==> src/rtl/spi_flash_reader_if.sv <==
// rtl/spi_flash_reader_if.sv - byte handoff bundle between the SPI flash reader and its consumer
interface spi_flash_reader_if;
  logic [7:0] data_o;
  logic       data_valid_o;
  logic       data_ready_i;

  modport master (
    output data_o,
    output data_valid_o,
    input  data_ready_i
  );

  modport slave (
    input  data_o,
    input  data_valid_o,
    output data_ready_i
  );
endinterface

==> src/rtl/spi_flash_reader.sv <==
// rtl/spi_flash_reader.sv - mode-0 SPI master issuing READ (0x03) and streaming bytes out
module spi_flash_reader #(
  parameter int CLK_DIV = 4,
  parameter int ADDR_W  = 24,
  parameter int LEN_W   = 16
) (
  input  logic                  master_clk_i,
  input  logic                  master_rst_i,
  input  logic                  start_i,
  input  logic [ADDR_W-1:0]     start_addr_i,
  input  logic [LEN_W-1:0]      byte_count_i,
  output logic                  busy_o,
  output logic                  done_o,
  spi_flash_reader_if.master    rd_if,
  output logic                  SS,
  output logic                  SCK_SPI,
  output logic                  MOSI,
  input  logic                  MISO
);

  localparam int HDR_W = 8 + ADDR_W;
  localparam int HCW   = $clog2(HDR_W);
  localparam int DIV_W = $clog2(CLK_DIV);
  localparam int GW    = $clog2(CLK_DIV + 1);

  localparam logic [DIV_W-1:0] DIV_MAX  = DIV_W'(CLK_DIV - 1);
  localparam logic [HCW-1:0]   HDR_CMD  = HCW'(7);
  localparam logic [HCW-1:0]   HDR_LAST = HCW'(HDR_W - 1);
  localparam logic [7:0]       CMD_READ = 8'h03;

  typedef enum logic [2:0] {
    S_IDLE,
    S_CMD,
    S_ADDR,
    S_DATA,
    S_HOLD,
    S_FINISH
  } state_e;

  state_e             state_q, state_d;
  logic [DIV_W-1:0]   div_q, div_d;
  logic               sck_q, sck_d;
  logic               ss_q, ss_d;
  logic               mosi_q, mosi_d;
  logic [HDR_W-1:0]   sh_q, sh_d;
  logic [HCW-1:0]     hdr_q, hdr_d;
  logic [2:0]         bit_q, bit_d;
  logic [7:0]         rx_q, rx_d;
  logic [LEN_W-1:0]   rem_q, rem_d;
  logic [7:0]         dout_q, dout_d;
  logic               dvalid_q, dvalid_d;
  logic               done_q, done_d;
  logic [GW-1:0]      guard_q, guard_d;

  logic               tick;
  logic               capture;
  logic               consume;
  logic [HDR_W-1:0]   hdr_word;

  assign tick     = (div_q == DIV_MAX);
  assign consume  = dvalid_q & rd_if.data_ready_i;
  assign hdr_word = {CMD_READ, start_addr_i};

  always_ff @(posedge master_clk_i) begin
    if (!master_rst_i) begin
      state_q  <= S_IDLE;
      div_q    <= '0;
      sck_q    <= 1'b0;
      ss_q     <= 1'b1;
      mosi_q   <= 1'b0;
      sh_q     <= '0;
      hdr_q    <= '0;
      bit_q    <= '0;
      rx_q     <= '0;
      rem_q    <= '0;
      dout_q   <= '0;
      dvalid_q <= 1'b0;
      done_q   <= 1'b0;
      guard_q  <= '0;
    end else begin
      state_q  <= state_d;
      div_q    <= div_d;
      sck_q    <= sck_d;
      ss_q     <= ss_d;
      mosi_q   <= mosi_d;
      sh_q     <= sh_d;
      hdr_q    <= hdr_d;
      bit_q    <= bit_d;
      rx_q     <= rx_d;
      rem_q    <= rem_d;
      dout_q   <= dout_d;
      dvalid_q <= dvalid_d;
      done_q   <= done_d;
      guard_q  <= guard_d;
    end
  end

  always_comb begin
    state_d  = state_q;
    div_d    = div_q;
    sck_d    = sck_q;
    ss_d     = ss_q;
    mosi_d   = mosi_q;
    sh_d     = sh_q;
    hdr_d    = hdr_q;
    bit_d    = bit_q;
    rx_d     = rx_q;
    rem_d    = rem_q;
    dout_d   = dout_q;
    dvalid_d = dvalid_q;
    done_d   = 1'b0;
    guard_d  = guard_q;
    capture  = 1'b0;

    if (consume) begin
      dvalid_d = 1'b0;
    end

    case (state_q)
      S_IDLE: begin
        if (guard_q != '0) begin
          guard_d = guard_q - GW'(1);
        end
        // done_q high means busy_o is still asserted, so a start here is ignored
        if (start_i && !done_q) begin
          if (byte_count_i == '0) begin
            done_d = 1'b1;
          end else if (guard_q == '0) begin
            state_d = S_CMD;
            ss_d    = 1'b0;
            sh_d    = hdr_word;
            mosi_d  = hdr_word[HDR_W-1];
            rem_d   = byte_count_i;
            div_d   = '0;
            sck_d   = 1'b0;
            hdr_d   = '0;
            bit_d   = '0;
          end
        end
      end

      S_CMD, S_ADDR, S_DATA: begin
        div_d = tick ? '0 : div_q + DIV_W'(1);
        if (tick) begin
          sck_d = ~sck_q;
          if (!sck_q) begin
            if (state_q == S_DATA) begin
              rx_d = {rx_q[6:0], MISO};
            end
          end else if (state_q == S_DATA) begin
            bit_d = bit_q + 3'd1;
            if (bit_q == 3'd7) begin
              // Byte done: park with SCK low if the consumer still owns data_o
              if (dvalid_q && !rd_if.data_ready_i) begin
                state_d = S_HOLD;
                bit_d   = bit_q;
              end else begin
                capture = 1'b1;
              end
            end
          end else begin
            sh_d   = {sh_q[HDR_W-2:0], 1'b0};
            mosi_d = sh_q[HDR_W-2];
            hdr_d  = hdr_q + HCW'(1);
            if (state_q == S_CMD && hdr_q == HDR_CMD) begin
              state_d = S_ADDR;
            end
            if (state_q == S_ADDR && hdr_q == HDR_LAST) begin
              state_d = S_DATA;
              mosi_d  = 1'b0;
              hdr_d   = '0;
              bit_d   = '0;
            end
          end
        end
      end

      S_HOLD: begin
        if (!dvalid_q || rd_if.data_ready_i) begin
          capture = 1'b1;
        end
      end

      S_FINISH: begin
        if (!dvalid_q) begin
          state_d = S_IDLE;
          ss_d    = 1'b1;
          done_d  = 1'b1;
          guard_d = GW'(CLK_DIV);
        end
      end

      default: begin
        state_d = S_IDLE;
      end
    endcase

    // A capture may coincide with a consume; the new byte simply replaces the old one
    if (capture) begin
      dout_d   = rx_q;
      dvalid_d = 1'b1;
      rem_d    = rem_q - LEN_W'(1);
      bit_d    = '0;
      div_d    = '0;
      state_d  = (rem_q == LEN_W'(1)) ? S_FINISH : S_DATA;
    end
  end

  assign busy_o             = (state_q != S_IDLE) | done_q;
  assign done_o             = done_q;
  assign rd_if.data_o       = dout_q;
  assign rd_if.data_valid_o = dvalid_q;
  assign SS                 = ss_q;
  assign SCK_SPI            = sck_q;
  assign MOSI               = mosi_q;

endmodule

==> src/flat_wrapper.sv <==
// flat-port wrapper written by rule: the top's interface ports become plain ports
module spi_flash_reader_flat 
#(
  parameter int CLK_DIV = 4,
  parameter int ADDR_W  = 24,
  parameter int LEN_W   = 16
)
  (master_clk_i, master_rst_i, start_i, start_addr_i, byte_count_i, busy_o, done_o, SS, SCK_SPI, MOSI, MISO, rd_if_data_o, rd_if_data_valid_o, rd_if_data_ready_i);
  spi_flash_reader_if rd_if_i ();
  input  logic master_clk_i;
  input  logic master_rst_i;
  input  logic start_i;
  input  logic [ADDR_W-1:0] start_addr_i;
  input  logic [LEN_W-1:0] byte_count_i;
  output logic busy_o;
  output logic done_o;
  output logic SS;
  output logic SCK_SPI;
  output logic MOSI;
  input  logic MISO;
  output wire logic [$bits(rd_if_i.data_o)-1:0] rd_if_data_o;
  output wire logic [$bits(rd_if_i.data_valid_o)-1:0] rd_if_data_valid_o;
  input wire logic [$bits(rd_if_i.data_ready_i)-1:0] rd_if_data_ready_i;
  assign rd_if_data_o = rd_if_i.data_o;
  assign rd_if_data_valid_o = rd_if_i.data_valid_o;
  assign rd_if_i.data_ready_i = rd_if_data_ready_i;
  spi_flash_reader #(.CLK_DIV(CLK_DIV), .ADDR_W(ADDR_W), .LEN_W(LEN_W)) u_core (.master_clk_i(master_clk_i), .master_rst_i(master_rst_i), .start_i(start_i), .start_addr_i(start_addr_i), .byte_count_i(byte_count_i), .busy_o(busy_o), .done_o(done_o), .rd_if(rd_if_i), .SS(SS), .SCK_SPI(SCK_SPI), .MOSI(MOSI), .MISO(MISO));
endmodule
==> config.mk <==
export PLATFORM = sky130hd
export DESIGN_NAME = spi_flash_reader_flat
export DESIGN_NICKNAME = d
export VERILOG_FILES = /design/src/rtl/spi_flash_reader_if.sv /design/src/rtl/spi_flash_reader.sv /design/src/flat_wrapper.sv
export SDC_FILE = /design/constraint.sdc
export NUM_CORES = 1
export LEC_CHECK = 0
export CAP_MARGIN = 20
export CORE_UTILIZATION = 45
export CTS_CLUSTER_DIAMETER = 150
export DETAILED_ROUTE_END_ITERATION = 10
export PLACE_DENSITY = 0.68
export SYNTH_ARGS = -nofsm -noshare
export SYNTH_HDL_FRONTEND = slang
export SYNTH_SLANG_ARGS = --single-unit
==> constraint.sdc <==
create_clock -name master_clk_i -period 2.8 [get_ports master_clk_i]
set_clock_uncertainty 0.15 [all_clocks]
set_input_delay 0.56 -clock master_clk_i [delete_from_list [all_inputs] [get_ports master_clk_i]]
set_output_delay 0.56 -clock master_clk_i [all_outputs]
set_load 0.1 [all_outputs]
# After elaboration in Yosys (flattened, before gate mapping)
# Index checks and enable logic that the tools add are counted.
dict set report totals {
  ram_bits 0
  in_bits 45
  latchBits 0
  mem_bits_ro 0
  mem_count 0
  register_bits 84
}
dict set report op_classes {
  n_reduce_logical 30
  bitwise 4
  shift 0
  n_mux 77
  n_eq_ne 31
  magnitude_cmp 0
  n_mul 0
  n_addsub 5
  n_div 0
}
# cell count
set ops {}
lappend ops {{$mux W31} 6}
lappend ops {{$mux W16} 5}
lappend ops {{$mux W3} 24}
lappend ops {{$pmux W31 S2} 1}
lappend ops {{$mux W5} 7}
lappend ops {{$mux W1} 20}
lappend ops {{$eq A16 B1 Y1 const B} 1}
lappend ops {{$logic_not A16 Y1} 1}
lappend ops {{$sub A16 B1 Y16 const B} 1}
lappend ops {{$ne A3 B1 Y1 const B} 5}
lappend ops {{$ne A2 B1 Y1 const B} 7}
lappend ops {{$pmux W3 S2} 2}
lappend ops {{$pmux W3 S4} 1}
lappend ops {{$reduce_and A4 Y1} 3}
lappend ops {{$reduce_bool A2 Y1} 6}
lappend ops {{$pmux W1 S2} 5}
lappend ops {{$pmux W5 S2} 1}
lappend ops {{$reduce_and A10 Y1} 1}
lappend ops {{$reduce_and A5 Y1} 2}
lappend ops {{$eq A3 B3 Y1 const B} 3}
lappend ops {{$mux W2} 4}
lappend ops {{$ne A4 B3 Y1 const B} 2}
lappend ops {{$reduce_and A8 Y1} 1}
lappend ops {{$reduce_and A7 Y1} 1}
lappend ops {{other kinds (26)} 37}

# Depth between registers and ports, before layout
# Gate-level depths: netlist of the first run.
dict set report logic_depth {
  word_depth 10
  depth_mapped 9
  ltp_nobuf 8
}

# Worst setup path after synthesis of the first run
# OpenSTA, ideal clock, no wires.
dict set report synth_timing {
  path_type {register -> register}
  from {reg u_core.sck_q, in the netlist u_core.SCK_SPI}
  to {reg u_core.rem_q[15]}
  required_ps 2576
  stages_incl_launch_ff 7
  slack_ps 55
  period_less_slack_ps 2745
  arrival_time_ps 2520
  setup_ps 74
  path_cell_list {dfxtp_1 > and2_1 > a32oi_1 > or4_1 > buf_2 > or3_1 > a31oi_1}
}
dict set report synth_between {
  elab_chain_cells 5
}
# element line
set synth_lines {}
lappend synth_lines {{start: declaration} spi_flash_reader.sv:42} ;# logic sck_q, sck_d;
lappend synth_lines {{start signal: assignment} spi_flash_reader.sv:83} ;# sck_q <= sck_d;
lappend synth_lines {{$mux W1 *} spi_flash_reader.sv:146} ;# if (!sck_q) begin
lappend synth_lines {{$mux W1 *} spi_flash_reader.sv:144} ;# if (tick) begin
lappend synth_lines {{$pmux W1 S2 *} spi_flash_reader.sv:119} ;# case (state_q)
lappend synth_lines {{$ne A2 B1 Y1 (no source line) or $reduce_bool A2 Y1 (tied branches)} n/a}
lappend synth_lines {{$reduce_and A4 Y1 (no source line)} n/a}
lappend synth_lines {{end signal: assignment} spi_flash_reader.sv:90} ;# rem_q <= rem_d;
lappend synth_lines {{end: declaration} spi_flash_reader.sv:49} ;# logic [LEN_W-1:0] rem_q, rem_d;
# Mark *: on every way between the ends. The rest lies on a longest branch, timed or not.
# A chain may end at the register's enable or synchronous reset.

# Worst setup path after layout of the first run
dict set report layout_timing {
  from {reg u_core.state_q[2]}
  to {out busy_o}
}
dict set report layout_between {
  elab_chain_cells 2
}
# element line
set layout_lines {}
lappend layout_lines {{start: declaration} spi_flash_reader.sv:40} ;# state_e state_q, state_d;
lappend layout_lines {{start signal: assignment} spi_flash_reader.sv:81} ;# state_q <= state_d;
lappend layout_lines {{$reduce_bool A3 Y1} spi_flash_reader.sv:209} ;# assign busy_o = (state_q != S_IDLE) | done_q;
lappend layout_lines {{$or A1 B1 Y1} spi_flash_reader.sv:209}
lappend layout_lines {{end: declaration} flat_wrapper.sv:15} ;# output logic busy_o;
# No other way between the ends.

==> results of run 1 <==
==> report_power, final <==
| group | switching (uW) | internal, uW | total, uW |
|---|---|---|---|
| Clock | 440 | 594 | 1030 |
| Sequential | 167 | 1460 | 1630 |
| Combinational | 1420 | 1040 | 2460 |
==> area by class of cell <==
class | instances | area share [%]
inverter | 6 | 0.447
sequential | 84 | 33.4
timing repair buffer | 86 | 16.0
clock inverter | 6 | 2.21
multi-input combinational | 360 | 42.7
tap | 108 | 2.68
clock buffer | 10 | 2.54
==> cells in the mapped netlist, drive strengths merged (6+ instances only) <==
| master | count | share of area (%) |
|---|---|---|
| nand2b | 9 | 1.4 |
| ha | 9 | 2.8 |
| nand4 | 11 | 1.7 |
| nor2b | 6 | 0.94 |
| nand3 | 9 | 1.1 |
| nor3 | 10 | 1.2 |
| a21oi | 25 | 3.1 |
| inv | 6 | 0.56 |
| dfxtp | 84 | 42 |
| o21ai | 12 | 1.5 |
| a31oi | 10 | 1.6 |
| or3 | 8 | 1.3 |
| clkbuf | 28 | 2.6 |
| nor2 | 51 | 4.8 |
| o221a | 6 | 1.7 |
| a311oi | 23 | 5.0 |
| nand2 | 91 | 8.5 |
| mux2i | 10 | 2.5 |
==> routing by layer <==
layer  vias up  track usage [%]  part of all wire [%]
met1      1712             27.6                    47
met3        10             5.29                   5.0
met4         0             5.88                   1.2
met5         -                0                     0
met2        79             33.9                    46
li1       1894                -                     -
==> critical path, stage by stage, from the launching register on <==
cell,delay (ps)
dfxtp_1,320
buf_4,190
or3_1,450
or2_2,330
buf_12,170
==> metrics by stage <==
step / hold slack, ps / std cells / total power [uW]
CTS: 314 / 660 / 5150
finish: 310 / 660 / 5120
detailed placement: 301 / 644 / 4100
global route: 329 / 660 / 5490
floorplan: 281 / 484 / 3410
global placement: 295 / 644 / 4050
==> worst max path at each step <==
stage / startpoint / end / slack [ps]
after floorplan: u_core.SCK_SPI / u_core.rem_q[15] / 60
after global placement: byte_count_i[3] / u_core.done_o / -20
after detailed placement: byte_count_i[3] / u_core.done_o / -30
after CTS: u_core.state_q[2] / busy_o / 240
after global routing: u_core.div_q[0] / u_core.rem_q[13] / 160
final: u_core.state_q[2] / busy_o / 260
==> cell families (layout without fill, tap and decap cells) <==
family / Yosys count / after routing / synth area share (%)
compound gates: 113 / 113 / 20.4
fa+ha+maj: 9 / 9 / 2.81
flops: 84 / 84 / 42.0
xor+xnor: 2 / 2 / 0.437
mux: 15 / 15 / 3.91
buf+inv: 40 / 108 / 4.40
simple gates: 221 / 221 / 26.0
==> flip-flops by register name (all words and copies together), names as in the netlist, 2 cells and up <==
name and cells:
u_core.guard_q 3, u_core.rem_q 16, u_core.hdr_q 5, u_core.state_q 3, u_core.rx_q 8, u_core.bit_q 3, u_core.sh_q 31, u_core.rd_if.data_o 8
u_core.div_q 2
==> results by stage, run 1 <==
Clocking:
- The clock sink total is 84.
- Counting the buffers created by CTS gives 9.
- The setup fix buffers added after clock tree synthesis is 0.
- Clock tree synthesis selected as its root buffer the cell clkbuf_8.
- TritonCTS built the clock tree.
- The H-tree was split into 3 levels.
- The clock-pin slew reported for the worst setup and hold paths after clock tree synthesis is 80 ps.
- The quantity of hold-fixing buffers added after cts is 0.
- The clock latency of the later-clocked register in the worst-skew pair is 360 ps.
- After clock tree synthesis, the repair step resized 0 gates.
- In this run the deepest clock path goes through 2 buffers.

Final layout:
- The area growth from synthesis to layout is 25.7%.
- Leaving out fill and tap cells, the most frequent cell in the layout is nand2_1.
- Leaving out fill and tap cells, the most frequent cells in the layout are 91 x nand2_1, 84 x dfxtp_1, 50 x nor2_1.
- The area used by sequential logic in the layout is 1680 sq um.
- The area of the multi-input gates is 2150 sq um.
- The repair_antennas step left the layout with diodes totalling 0.
- Counting the fill cells in the layout gives 829.
- The fraction of layout cells with a size suffix above 1 is 14.9%.
- The number of nets in the layout is 601.
- The share of the core filled with cells in the final layout is 58.0%.
- With fillers left out, the area of the finished cells amounts to 5030 sq um.

Power and ir drop:
- The worst voltage drop across the vdd grid is 0.425 mV.
- The reported leakage power is 0.00190 uW.
- Power spread over the standard cell area amounts to 1020 nW/um^2.

Flow run:
- The max-cap violation count is 0.

Placement:
- The area of placed instances is 4790 sq um.
- The final HPWL from detailed placement is 6490 um.
- Prior to clock tree synthesis, the placed netlist has a worst setup slack of -26.8 ps.
- During placement, the flow inserted port buffers numbering 58.
- The final weighted congestion of routability-driven global placement is 0.852.

Timing:
- The max-slew violation total from the final report is 0.
- Headroom to the max-slew limit came out at 64.0%.
- The number of failing setup endpoints in the final timing report is 0.
- The worst-margin pin slew is 540 ps.
- The worst path in the final design needs a cycle of 2540 ps, including I/O delays and setup.
- Setup repair after global routing left no endpoint under its margin.
- The upper clock frequency limit is 0.394 GHz.
- The final cycle utilization of the critical path is 90.5%.
- The setup TNS is 0 ps.
- The worst-case setup margin in the final layout is 265 ps.
- The count of endpoints failing hold in the final timing report was 0.

Floorplan:
- The area of the core is 8680 sq um.
- In this run the vertical extent of the chip is 96.3 um.
- The number of rows in the core area is 34.
- The die covers 9280 sq um.
- During I/O placement, the number of pins put on the boundary was 59.
- Once the floorplan was initialized, standard cells occupied 46.2% of the core.
- The die boundary width is 96.3 um.

Global routing:
- The overall fraction of global-route tracks in use is 20.9%.
- The global-route wire length before repair is 15100 um.
- The largest net degree at the start of global routing is 40.
- The number of antenna violations at the first check in global routing is 0.
- The number of global-route vias before repair is 3257.
- The aggregate global routing overflow is 0.

Yosys:
- The Yosys step of the flow raised 0 warnings.
- The sequential-to-total area share from yosys stat is 42.0%.
- Yosys mapped a number of flops with a built-in enable equal to 0.
- The per-instance average area after synthesis is 8.27 sq um.
- The async set-reset flop share out of synthesis is 0%.
- The register bit total from synthesis is 84.
- The number of distinct library cells after synthesis is 63.
- The most instantiated flip-flop cell in the synthesis netlist is dfxtp_1.
- After synthesis the cells add up to 4010 sq um.
- Counting every net in the synthesized netlist gives 538.
- Synthesis produced 484 cells.

Setup path:
- The startpoint-to-endpoint class of the critical path is flip-flop to output pin.
- The critical path endpoint category is an output pin.
- The internal reg-to-reg setup slack is 290 ps.
- The endpoint identified for the worst register-to-register timing path is u_core.rem_q[13].
- In this run the critical register-to-register path is launched from u_core.rem_q[0].
- STA classifies the critical path startpoint as a flip-flop.
- At the worst endpoint, the required time is 2090 ps.
- In this run the worst path has a maximum fanout of 19.
- For the worst setup path, the data arrival time is 1830 ps.
- Counting cells, the worst reg-to-reg path comes to 5.

Drt:
- The post-detailed-route count of antenna-violating nets is 0.
- For this block, the via count after detailed routing is 3695.
- In the routed design, unresolved DRC markers number 0.
- The detailed router's first-iteration violation count is 240.
- After detailed routing, the number of vias per cell comes to 5.60.
- The total wire length after detailed routing is 9240 um.
- After detailed routing, the average wire length per cell comes to 14.0 um.
- The first-pass detailed-route iteration total is 5.

Worst hold path:
- The worst hold path belongs to the class flip-flop to flip-flop.
- Along the worst hold path, the cell count comes to 2.
- The capture endpoint of the worst hold path is u_core.sh_q[28].
- The startpoint identified for the worst hold timing path is u_core.sh_q[28].

Outcome:
- The run finished with clean final reports.
No activity file was read; power rests on OpenSTA's default activity.
==> inputs of run 2 (changes only) <==
--- a/config.mk
+++ b/config.mk
@@ -8,5 +8,6 @@
 export CAP_MARGIN = 20
 export CORE_UTILIZATION = 45
-export CTS_CLUSTER_DIAMETER = 150
+export CTS_BUF_LIST = sky130_fd_sc_hd__clkbuf_4 sky130_fd_sc_hd__clkbuf_8
+export CTS_CLUSTER_DIAMETER = 200
 export DETAILED_ROUTE_END_ITERATION = 10
 export PLACE_DENSITY = 0.68
==> constraint.sdc (replaced) <==
create_clock -name master_clk_i -period 2.8 [get_ports master_clk_i]
set_clock_uncertainty 0.15 [all_clocks]
set_input_delay 0.42 -clock master_clk_i [delete_from_list [all_inputs] [get_ports master_clk_i]]
set_output_delay 0.42 -clock master_clk_i [all_outputs]
set_load 0.1 [all_outputs]
==> run 2 against run 1 <==
Flip-flop and latch count did not move. Largest power group unchanged. Core utilization fell by 0.56 points. Sequential power about the same. Total power shrank 4.1%. Largest cell class unchanged. Maximum frequency up 0.80%. Final cell count grew 0.61%. Global-route usage is 0.35 points lower.
==> results by stage, run 2 (synthesis results as in run 1) <==
Timing:
- Setup violations remaining at the end of the flow were counted as 0.
- Across all hold checks on the routed design, the worst slack comes to 310 ps.
- The max-slew headroom at the worst pin is 62.2%.
- The max-slew violation total from the final report is 0.
- The time the worst path needs with I/O delays and setup is 2510 ps.
- Setup repair after global routing left no endpoint under its margin.
- The final cycle utilization of the critical path is 89.8%.
- Derived from the worst setup path, the maximum achievable clock frequency is 0.398 GHz.
- The count of endpoints failing hold in the final timing report is 0.
- The worst-case setup margin in the final layout is 285 ps.
- At the pin with the least slew margin, the transition time is 567 ps.
- Summed over all failing endpoints, the final setup total negative slack is 0 ps.

Placement:
- The minimum setup slack after placement is 134 ps.
- In this run the tool buffered the top-level ports with 58 buffer cells.
- The number of instances in the placed design is 648.
- The final weighted congestion of routability-driven global placement is 0.863.
- The final HPWL from detailed placement is 6580 um.

Setup path:
- The startpoint-to-endpoint class of the critical path is flip-flop to flip-flop.
- In this design, the largest share of critical-path delay is due to simple AND/OR/NAND/NOR gates.
- The maximum fanout along the worst path is 7.
- The critical path crosses 5 cells after its start point.
- In this design, the stage delay of the slowest critical-path cell is 620 ps.
- The worst reg2reg path depth is 5.
- The slowest cell on the critical path is or4_1.
- The worst setup path is captured at a flip-flop.
- In this run the critical register-to-register path is launched from u_core.rem_q[0].
- The required time of the critical path is 2930 ps.
- The kind of start point of the critical path is a flip-flop.
- The number of buffer and inverter stages on the critical path is 0.
- In this run the worst setup path begins at u_core.rem_q[0].
- Data arrives at the worst endpoint at 2650 ps.
- The internal reg-to-reg setup slack is 290 ps.
- The critical path goes through or4_4, or2_4, or4_1, or3_1, a31oi_1.
- The worst register-to-register path ends at u_core.rem_q[15].
- Following the worst setup path forward leads to its endpoint at u_core.rem_q[15].

Floorplan:
- The area enclosed by the die boundary is 9280 sq um.
- After floorplanning, the core was divided into 34 placement rows.
- The die boundary width is 96.3 um.
- In this run the count of I/O pins placed on the die edge is 59.
- The die height is 96.3 um.
- Once the floorplan was initialized, standard cells occupied 46.2% of the core.
- The floorplan step defined a core boundary enclosing 8680 sq um.

Final layout:
- The repair_antennas step left the layout with diodes totalling 0.
- Fill cells in the final layout number 827.
- Registers take 1680 sq um.
- The number of nets in the layout is 605.
- The largest registers in the layout are u_core.sh_q x31, u_core.rem_q x16.
- In the layout the commonest cells are 91 x nand2_1, 84 x dfxtp_1, 50 x nor2_1.
- The register with the most flip-flops is u_core.sh_q.
- In the final layout, the multi-input gates occupy 2150 sq um.
- The share of the core filled with cells in the final layout is 57.4%.
- Excluding fillers, the count of instances in the completed layout stands at 664.
- The area growth from synthesis to layout is 24.5%.
- The library cell used most frequently in the layout, excluding fill and tap cells, is nand2_1.
- The flip-flop count of the largest register after layout is 31.
- The post-route netlist has 15.6% of its cells at a drive strength greater than 1.

Clocking:
- After clock tree synthesis, the flow added hold-fix buffers numbering 0.
- The H-tree was split into 3 levels.
- CTS placed an instance of clkbuf_8 at the clock tree root.
- No sink is reached through more buffers than the 2 on the longest clock path.
- Post-CTS repair changed the size of 0 cells.
- After clock tree synthesis, the clock-pin slew on the worst setup and hold paths is 90 ps.
- The setup fix buffers added after clock tree synthesis is 0.
- For the worst-skew pair, the clock arrives at the later sink with an insertion delay of 350 ps.
- Buffers inserted during clock tree synthesis total 9.
- TritonCTS built the clock tree.
- The clock sink total is 84.

Global routing:
- The global-route met2 utilization is 32.3%.
- For this run, the total global-route usage over all layers was measured as 20.6%.
- The number of antenna violations at the first check in global routing came to 0.
- The global-route wire length before repair is 15000 um.
- The fraction of met1 tracks used by global routing is 28.8%.
- The most congested layer reported by global routing is met2.
- The met3 track demand over resource is 3.40%.
- Summed over all layers, the global routing overflow is 0.
- The number of global-route vias before repair is 3266.
- The largest net degree at the start of global routing is 31.

Drt:
- After detailed routing, the number of remaining DRC violations is 0.
- The first-pass detailed-route iteration total is 4.
- Once detail routing completed, the nets flagged for antenna violations numbered 0.
- The total wire length after detailed routing is 9170 um.
- In the routed layout, each cell is associated on average with a via count of 5.56.
- The detailed router's first-iteration violation count is 227.
- After detailed routing, the average wire length per cell comes to 13.8 um.
- The via count is 3693.

Power and ir drop:
- The power density over the cells is 985 nW/um^2.
- The worst-case IR drop observed on VDD is 0.474 mV.
- The analysis attributes to cell leakage a power of 0.00189 uW.

Worst hold path:
- The worst hold-check path type is flip-flop to flip-flop.

Outcome:
- The flow ran to the end, and the final reports show no timing, DRC or antenna violations.

Flow run:
- The tool flagged a number of max-cap violations equal to 0.
==> run 2: cell types whose count changed in the layout (fill, tap and decap cells not counted) <==
cell       change
clkbuf_1       -1
clkbuf_8       +1
buf_12         -2
clkinv_4       +3
buf_4          +6
bufinv_16      -3
==> run 2: layout make-up <==
| cell class | instances | share of cell area [%] |
|---|---|---|
| flip-flops and latches | 84 | 33.7 |
| multi-input cells | 360 | 43.1 |
| inverters | 6 | 0.452 |
| clock inverters | 6 | 0.954 |
| repair buffers | 90 | 16.3 |
| well taps | 108 | 2.71 |
| clock buffers | 10 | 2.76 |
==> run 2: per-layer routing <==
layer / routed length [um] / vias up / share of wire, %
met5: 0 / - / 0
met1: 4430 / 1685 / 48
met4: 115 / 0 / 1.3
met2: 4180 / 98 / 46
li1: - / 1899 / -
met3: 437 / 11 / 4.8
==> run 2: worst reg2reg max path: cells and delay by family (launching register included) <==
kind / cells / cell delay (ps)
AND/OR/NAND/NOR: 4 / 1800
AO/OA/AOI/OAI: 1 / 160
flip-flops: 1 / 340
==> run 2: worst min-delay path by stage <==
stage / start / slack (ps) / cells past startpoint / end
2_1_floorplan: u_core.rx_q[7] / 280 / 2 / u_core.rd_if.data_o[7]
3_3_place_gp: u_core.sh_q[26] / 300 / 2 / u_core.sh_q[26]
3_5_place_dp: u_core.rd_if.data_o[0] / 300 / 2 / u_core.rd_if.data_o[0]
4_1_cts: u_core.rx_q[7] / 310 / 2 / u_core.rd_if.data_o[7]
5_1_grt: u_core.sh_q[29] / 340 / 2 / u_core.sh_q[29]
6_report: u_core.sh_q[27] / 310 / 2 / u_core.sh_q[27]
==> run 2: per-stage QoR <==
stage	area, sq um	power, uW
3_3_place_gp	4800	4080
2_1_floorplan	4010	3410
3_5_place_dp	4800	4140
5_1_grt	4980	5300
4_1_cts	4980	4950
6_report	4980	4910
==> run 2: where the power goes <==
| part | leakage [uW] | switching (uW) | internal, uW |
|---|---|---|---|
| clock | 0.0000928 | 444 | 353 |
| combinational | 0.00111 | 1430 | 1060 |
| sequential | 0.000686 | 169 | 1460 |
| total | 0.00189 | 2040 | 2870 |
